[config.mk]
export PLATFORM = sky130hd
export DESIGN_NAME = bcd_countdown
export DESIGN_NICKNAME = d
export VERILOG_FILES = /design/src/rtl/stopwatch_pkg.sv /design/src/rtl/bcd_dec2.sv /design/src/rtl/bcd_countdown.sv
export SDC_FILE = /design/constraint.sdc
export NUM_CORES = 1
export LEC_CHECK = 0
export BUFFER_PORTS_ARGS = -buffer_cell sky130_fd_sc_hd__buf_2
export CORE_ASPECT_RATIO = 2
export CORE_MARGIN = 2
export CORE_UTILIZATION = 50
export DETAILED_ROUTE_END_ITERATION = 8
export PLACE_DENSITY = 0.71
export SETUP_SLACK_MARGIN = 0.5
export SYNTH_ARGS = -nofsm -noshare
export SYNTH_HDL_FRONTEND = slang
export SYNTH_SLANG_ARGS = --single-unit
export TNS_END_PERCENT = 5
[constraint.sdc]
create_clock -name clk -period 4.6 [get_ports clk]
set_input_delay 0.92 -clock clk [delete_from_list [all_inputs] [get_ports clk]]
set_output_delay 0.92 -clock clk [all_outputs]
set_load 0.03 [all_outputs]
[src/rtl/stopwatch_pkg.sv]
// Shared types and constants for the stopwatch / count-down blocks.
package stopwatch_pkg;

  typedef enum logic [1:0] {
    CD_SET    = 2'b00,
    CD_RUN    = 2'b01,
    CD_PAUSED = 2'b10,
    CD_DONE   = 2'b11
  } cd_state_t;

  localparam logic [7:0] BCD_ZERO = 8'h00;
  localparam logic [7:0] BCD_ONE  = 8'h01;

endpackage

[src/rtl/bcd_dec2.sv]
// Two-digit BCD decrement. Ones 0 borrows from tens and becomes 9.
// is_one flags an input of 01, the last step before reaching 00.
module bcd_dec2
  import stopwatch_pkg::*;
(
  input  logic [7:0] bcd_in,
  output logic [7:0] bcd_out,
  output logic       is_one
);

  // Digit-wise decrement with borrow from ones into tens.
  always_comb begin
    bcd_out = bcd_in;
    if (bcd_in[3:0] == 4'd0) begin
      bcd_out[3:0] = 4'd9;
      bcd_out[7:4] = (bcd_in[7:4] == 4'd0) ? 4'd9 : bcd_in[7:4] - 4'd1;
    end else begin
      bcd_out[3:0] = bcd_in[3:0] - 4'd1;
    end
  end

  assign is_one = (bcd_in == BCD_ONE);

endmodule

[src/rtl/bcd_countdown.sv]
// Two-digit BCD count-down timer with preset entry, pause and expiry alarm.
//
//   state  | meaning
//   -------+-----------------------------------------------------------
//   SET    | editing the preset digits with inc_one / inc_ten
//   RUN    | decrementing once per second_tick
//   PAUSED | holding the current value, ticks ignored
//   DONE   | reached 00, expired high, alarm blinks per second_tick
//
// Within a cycle: clear > start_pause > second_tick > digit increments.
module bcd_countdown
  import stopwatch_pkg::*;
#(
  parameter int TENS_MAX = 9,
  parameter int ONES_MAX = 9
) (
  input  logic       clk,
  input  logic       rst,
  input  logic       second_tick,
  input  logic       inc_one,
  input  logic       inc_ten,
  input  logic       start_pause,
  input  logic       clear,
  output logic [7:0] bcd_num,
  output logic       expired,
  output logic       alarm,
  output logic [1:0] state
);

  localparam logic [3:0] TENS_LIM = 4'(TENS_MAX);
  localparam logic [3:0] ONES_LIM = 4'(ONES_MAX);

  cd_state_t  state_q, state_d;
  logic [7:0] bcd_q, bcd_d;
  logic [7:0] preset_q, preset_d;
  logic       alarm_q, alarm_d;
  logic       expired_q;
  logic [7:0] bcd_dec;
  logic       bcd_is_one;

  bcd_dec2 u_dec (
    .bcd_in  (bcd_q),
    .bcd_out (bcd_dec),
    .is_one  (bcd_is_one)
  );

  // State, value, preset and alarm registers.
  always_ff @(posedge clk or posedge rst) begin
    if (rst) begin
      state_q   <= CD_SET;
      bcd_q     <= BCD_ZERO;
      preset_q  <= BCD_ZERO;
      alarm_q   <= 1'b0;
      expired_q <= 1'b0;
    end else begin
      state_q   <= state_d;
      bcd_q     <= bcd_d;
      preset_q  <= preset_d;
      alarm_q   <= alarm_d;
      expired_q <= (state_d == CD_DONE);
    end
  end

  // Next-state, value and alarm decode with the input priority above.
  always_comb begin
    state_d  = state_q;
    bcd_d    = bcd_q;
    preset_d = preset_q;
    alarm_d  = alarm_q;
    if (clear) begin
      // In SET clear zeroes the entry; elsewhere it reloads the last preset.
      bcd_d   = (state_q == CD_SET) ? BCD_ZERO : preset_q;
      alarm_d = 1'b0;
      state_d = CD_SET;
    end else if (start_pause) begin
      case (state_q)
        CD_SET: begin
          if (bcd_q != BCD_ZERO) begin
            preset_d = bcd_q;
            state_d  = CD_RUN;
          end
        end
        CD_RUN:    state_d = CD_PAUSED;
        CD_PAUSED: state_d = CD_RUN;
        CD_DONE: begin
          bcd_d   = preset_q;
          alarm_d = 1'b0;
          state_d = CD_RUN;
        end
        default:   state_d = CD_SET;
      endcase
    end else begin
      if (second_tick && state_q == CD_RUN) begin
        if (bcd_is_one) begin
          bcd_d   = BCD_ZERO;
          alarm_d = 1'b1;
          state_d = CD_DONE;
        end else begin
          bcd_d = bcd_dec;
        end
      end else if (second_tick && state_q == CD_DONE) begin
        alarm_d = ~alarm_q;
      end
      // Ticks have no effect in SET, so they do not block digit entry.
      if (state_q == CD_SET) begin
        if (inc_one)
          bcd_d[3:0] = (bcd_q[3:0] >= ONES_LIM) ? 4'd0 : bcd_q[3:0] + 4'd1;
        if (inc_ten)
          bcd_d[7:4] = (bcd_q[7:4] >= TENS_LIM) ? 4'd0 : bcd_q[7:4] + 4'd1;
      end
    end
  end

  assign bcd_num = bcd_q;
  assign state   = state_q;
  assign alarm   = alarm_q;
  assign expired = expired_q;

endmodule

==> results_dict.tcl <==
set metrics [dict create \
    status "complete, no violations" \
    r2r_slack_ns 2.08 \
    critPathKind "reg2reg" \
    core-area_um2 2910 \
    antenna_found_initial 0 \
    dpl_worst_slack_ns 2.10 \
    worstPathCellList "inv_1 -> ha_1 -> nor3b_2 -> a2111o_1 -> mux2_2" \
    fillers 293 \
    drive_above_1_share_pct 16.9 \
    vdd_drop_max_v 0.000267 \
    stdcell_count 207 \
    clk_pin_slew_ns 0.08 \
    tritoncts "done" \
    syn_nets 183 \
    die_h_um 81.4 \
    avgSynthCellArea_um2 8.85 \
    cp_top_family "simple AND/OR/NAND/NOR gates" \
    totalWireLength_mm 4.07 \
    nets 192 \
    syn_inst 169 \
    setup_violations 0 \
    cts-hold-fix-buffers 0 \
    rr_endpoint "preset_q[7]$_DFFE_PP0P_" \
    min_period_ns 2.52 \
    die_w_um 42.7 \
    post_cts_buffers 0 \
    rr_startpoint "bcd_num[0]$_DFFE_PP0P_" \
    fin_tns_setup_ns 0 \
    cts.sinks 20 \
    dominantRegCellSynth "dfrtp_1" \
    postRouteAntennaNets 0 \
    htree_levels 1 \
    antennaDiodeCount 0 \
    cp_slowest_stage_delay_ns 0.63 \
    drv_slew 0 \
    avgViaCountPerCell 6.58 \
    root_buffer "clkbuf_8" \
    cap_violations 0 \
    cp.required_ns 4.75 \
    place_hpwl_mm 2.99 \
    grt_pass1_wl_mm 6.75 \
    rows 28 \
    die-area_um2 3470 \
    fin_skew_ns 0.00718 \
    ys_seq_area_share_pct 33.4 \
    hold_viol_final 0 \
    hold_start "preset_q[4]$_DFFE_PP0P_" \
    port_buffers 18 \
    min_to "preset_q[4]$_DFFE_PP0P_" \
    hold_class "reg2reg" \
    drt-pass1-iter-count 4 \
    fin_hold_ws_ns 0.507 \
    drc 0 \
    relSlewSlack_pct 47.3 \
    io_pins 19 \
    post_cts_resized 0 \
    powerDensity_nw_per_um2 495 \
    drtIter0Drc 64 \
    cpMaxStageDelayCell "nor3b_2" \
    setup_ws_ns 2.08 \
    clock_latency_ns 0.26 \
    post-route-period-util_pct 54.9 \
    rsz0062_at_grt "false" \
    routedWlPerCell_um 19.7 \
    cellLeakagePower_nw 0.741 \
    initial_core_util_pct 51.5 \
    crit_path_max_fanout 14 \
    place_area_um2 1550 \
    synth_warnings 0 \
    ys_ff_latch 20 \
    grt_pass1_vias 1387 \
    grt-ovfl-total 0 \
    place_inst 203 \
    grt_usage_pct 25.7 \
    cts_buffer_depth 2 \
    synth_area_um2 1500 \
    cp-end-kind "flip-flop" \
    async_reset_ff_share_pct 100 \
    areaGrowthSynthToFinish_pct 8.03 \
    gp_congestion 0.938 \
    r2r_cells 5 \
    synth_edf_count 0 \
    yosysUniqueCellTypes 47 \
    start_kind "flip-flop" \
    cts_made_buffers 3 \
    worst_pin_slew_ns 0.790 \
    via_count 1362 \
    grt_max_degree 21 \
    whs_path_depth 2 \
    max_freq_ghz 0.396 \
    design_area_um2 1620 \
    cp_data_arrival_time_ns 2.68 \
    cp.buffers_inverters 1 \
]
[through the flow]
step,power (mW),util (%)
floorplan,0.536,-
global placement,0.611,53.1
detailed placement,0.618,53.1
CTS,0.797,55.6
global route,0.848,55.6
finish,0.801,55.6
[cell usage after synthesis, drive strengths merged, types with 2 or more instances]
cell / n / share of area (%)
dfrtp: 20 / 33
a21oi: 16 / 5.4
nand2: 12 / 3.0
buf: 10 / 4.2
o21ai: 10 / 3.3
inv: 9 / 2.3
nor2: 8 / 2.0
ha: 7 / 5.9
a22oi: 6 / 3.0
o31ai: 6 / 3.0
or3b: 6 / 3.5
nand3: 5 / 1.7
a211oi: 4 / 2.0
clkbuf: 4 / 1.1
a21o: 3 / 1.5
a31oi: 3 / 1.3
nand2b: 3 / 1.3
nor3: 3 / 1.0
o21bai: 3 / 1.5
a221o: 2 / 1.3
and3b: 2 / 1.2
and4: 2 / 1.2
mux2: 2 / 1.5
nor3b: 2 / 1.7
o211a: 2 / 1.3
o211ai: 2 / 1.0
[worst max-delay path by stage]
stage	start	endpoint	cells after the start
5_1_grt	bcd_num[0]$_DFFE_PP0P_	preset_q[7]$_DFFE_PP0P_	5
6_report	bcd_num[0]$_DFFE_PP0P_	preset_q[7]$_DFFE_PP0P_	5
3_5_place_dp	bcd_num[0]$_DFFE_PP0P_	preset_q[7]$_DFFE_PP0P_	5
4_1_cts	bcd_num[0]$_DFFE_PP0P_	preset_q[7]$_DFFE_PP0P_	5
3_3_place_gp	bcd_num[1]$_DFFE_PP0P_	preset_q[7]$_DFFE_PP0P_	5
2_1_floorplan	clear	preset_q[0]$_DFFE_PP0P_	6
[worst min-delay path: cells and delay by family (launching register included)]
kind	cells	cell delay [ns]
compound gates	1	0.07
flops	1	0.35
simple gates	1	0.05
[cell type report]
class | count | area, um^2 | area share (%)
Sequential cell | 20 | 500 | 31.0
Inverter | 9 | 33.8 | 2.09
Clock inverter | 1 | 30.0 | 1.86
Timing Repair Buffer | 18 | 90.1 | 5.57
Multi-Input combinational cell | 126 | 883 | 54.6
Tap cell | 30 | 37.5 | 2.32
Clock buffer | 3 | 41.3 | 2.55
[where the power goes]
group	internal (mW)	switching, mW	total, mW
registers	0.220	0.0716	0.292
clock network	0.116	0.0639	0.180
logic	0.123	0.206	0.329
total	0.459	0.342	0.801
[flip-flops by register name, indices dropped and copies added, names as in the netlist]
register	flops
state	2
alarm	1
bcd_num	8
expired	1
preset_q	8
[layout by cell type (no fill, tap or decap), drive strengths merged, types with 4 or more instances in the layout]
master and instances:
a211oi 4, a21oi 16, a22oi 6, buf 18, dfrtp 20, ha 7, inv 9, nand2 12
nand3 5, nor2 8, o21ai 10, o31ai 6, or3b 6
[cells by family (layout without fill, tap and decap cells)]
logic type	Yosys count	after routing	share of synthesized area (%)
mux	3	3	2.17
compound gates	67	67	31.2
simple gates	49	49	19.8
buf+inv	23	31	7.52
fa+ha+maj	7	7	5.85
flops	20	20	33.4
[metal layers]
metal  GRT usage (%)  share of wire (%)  vias up
met5               0                  0        -
met4            12.8                4.5        0
met3            3.11                3.4       16
met2            47.0                 54       47
met1            28.3                 38      649
li1                -                  -      650
(Power assumes the default switching activity.)
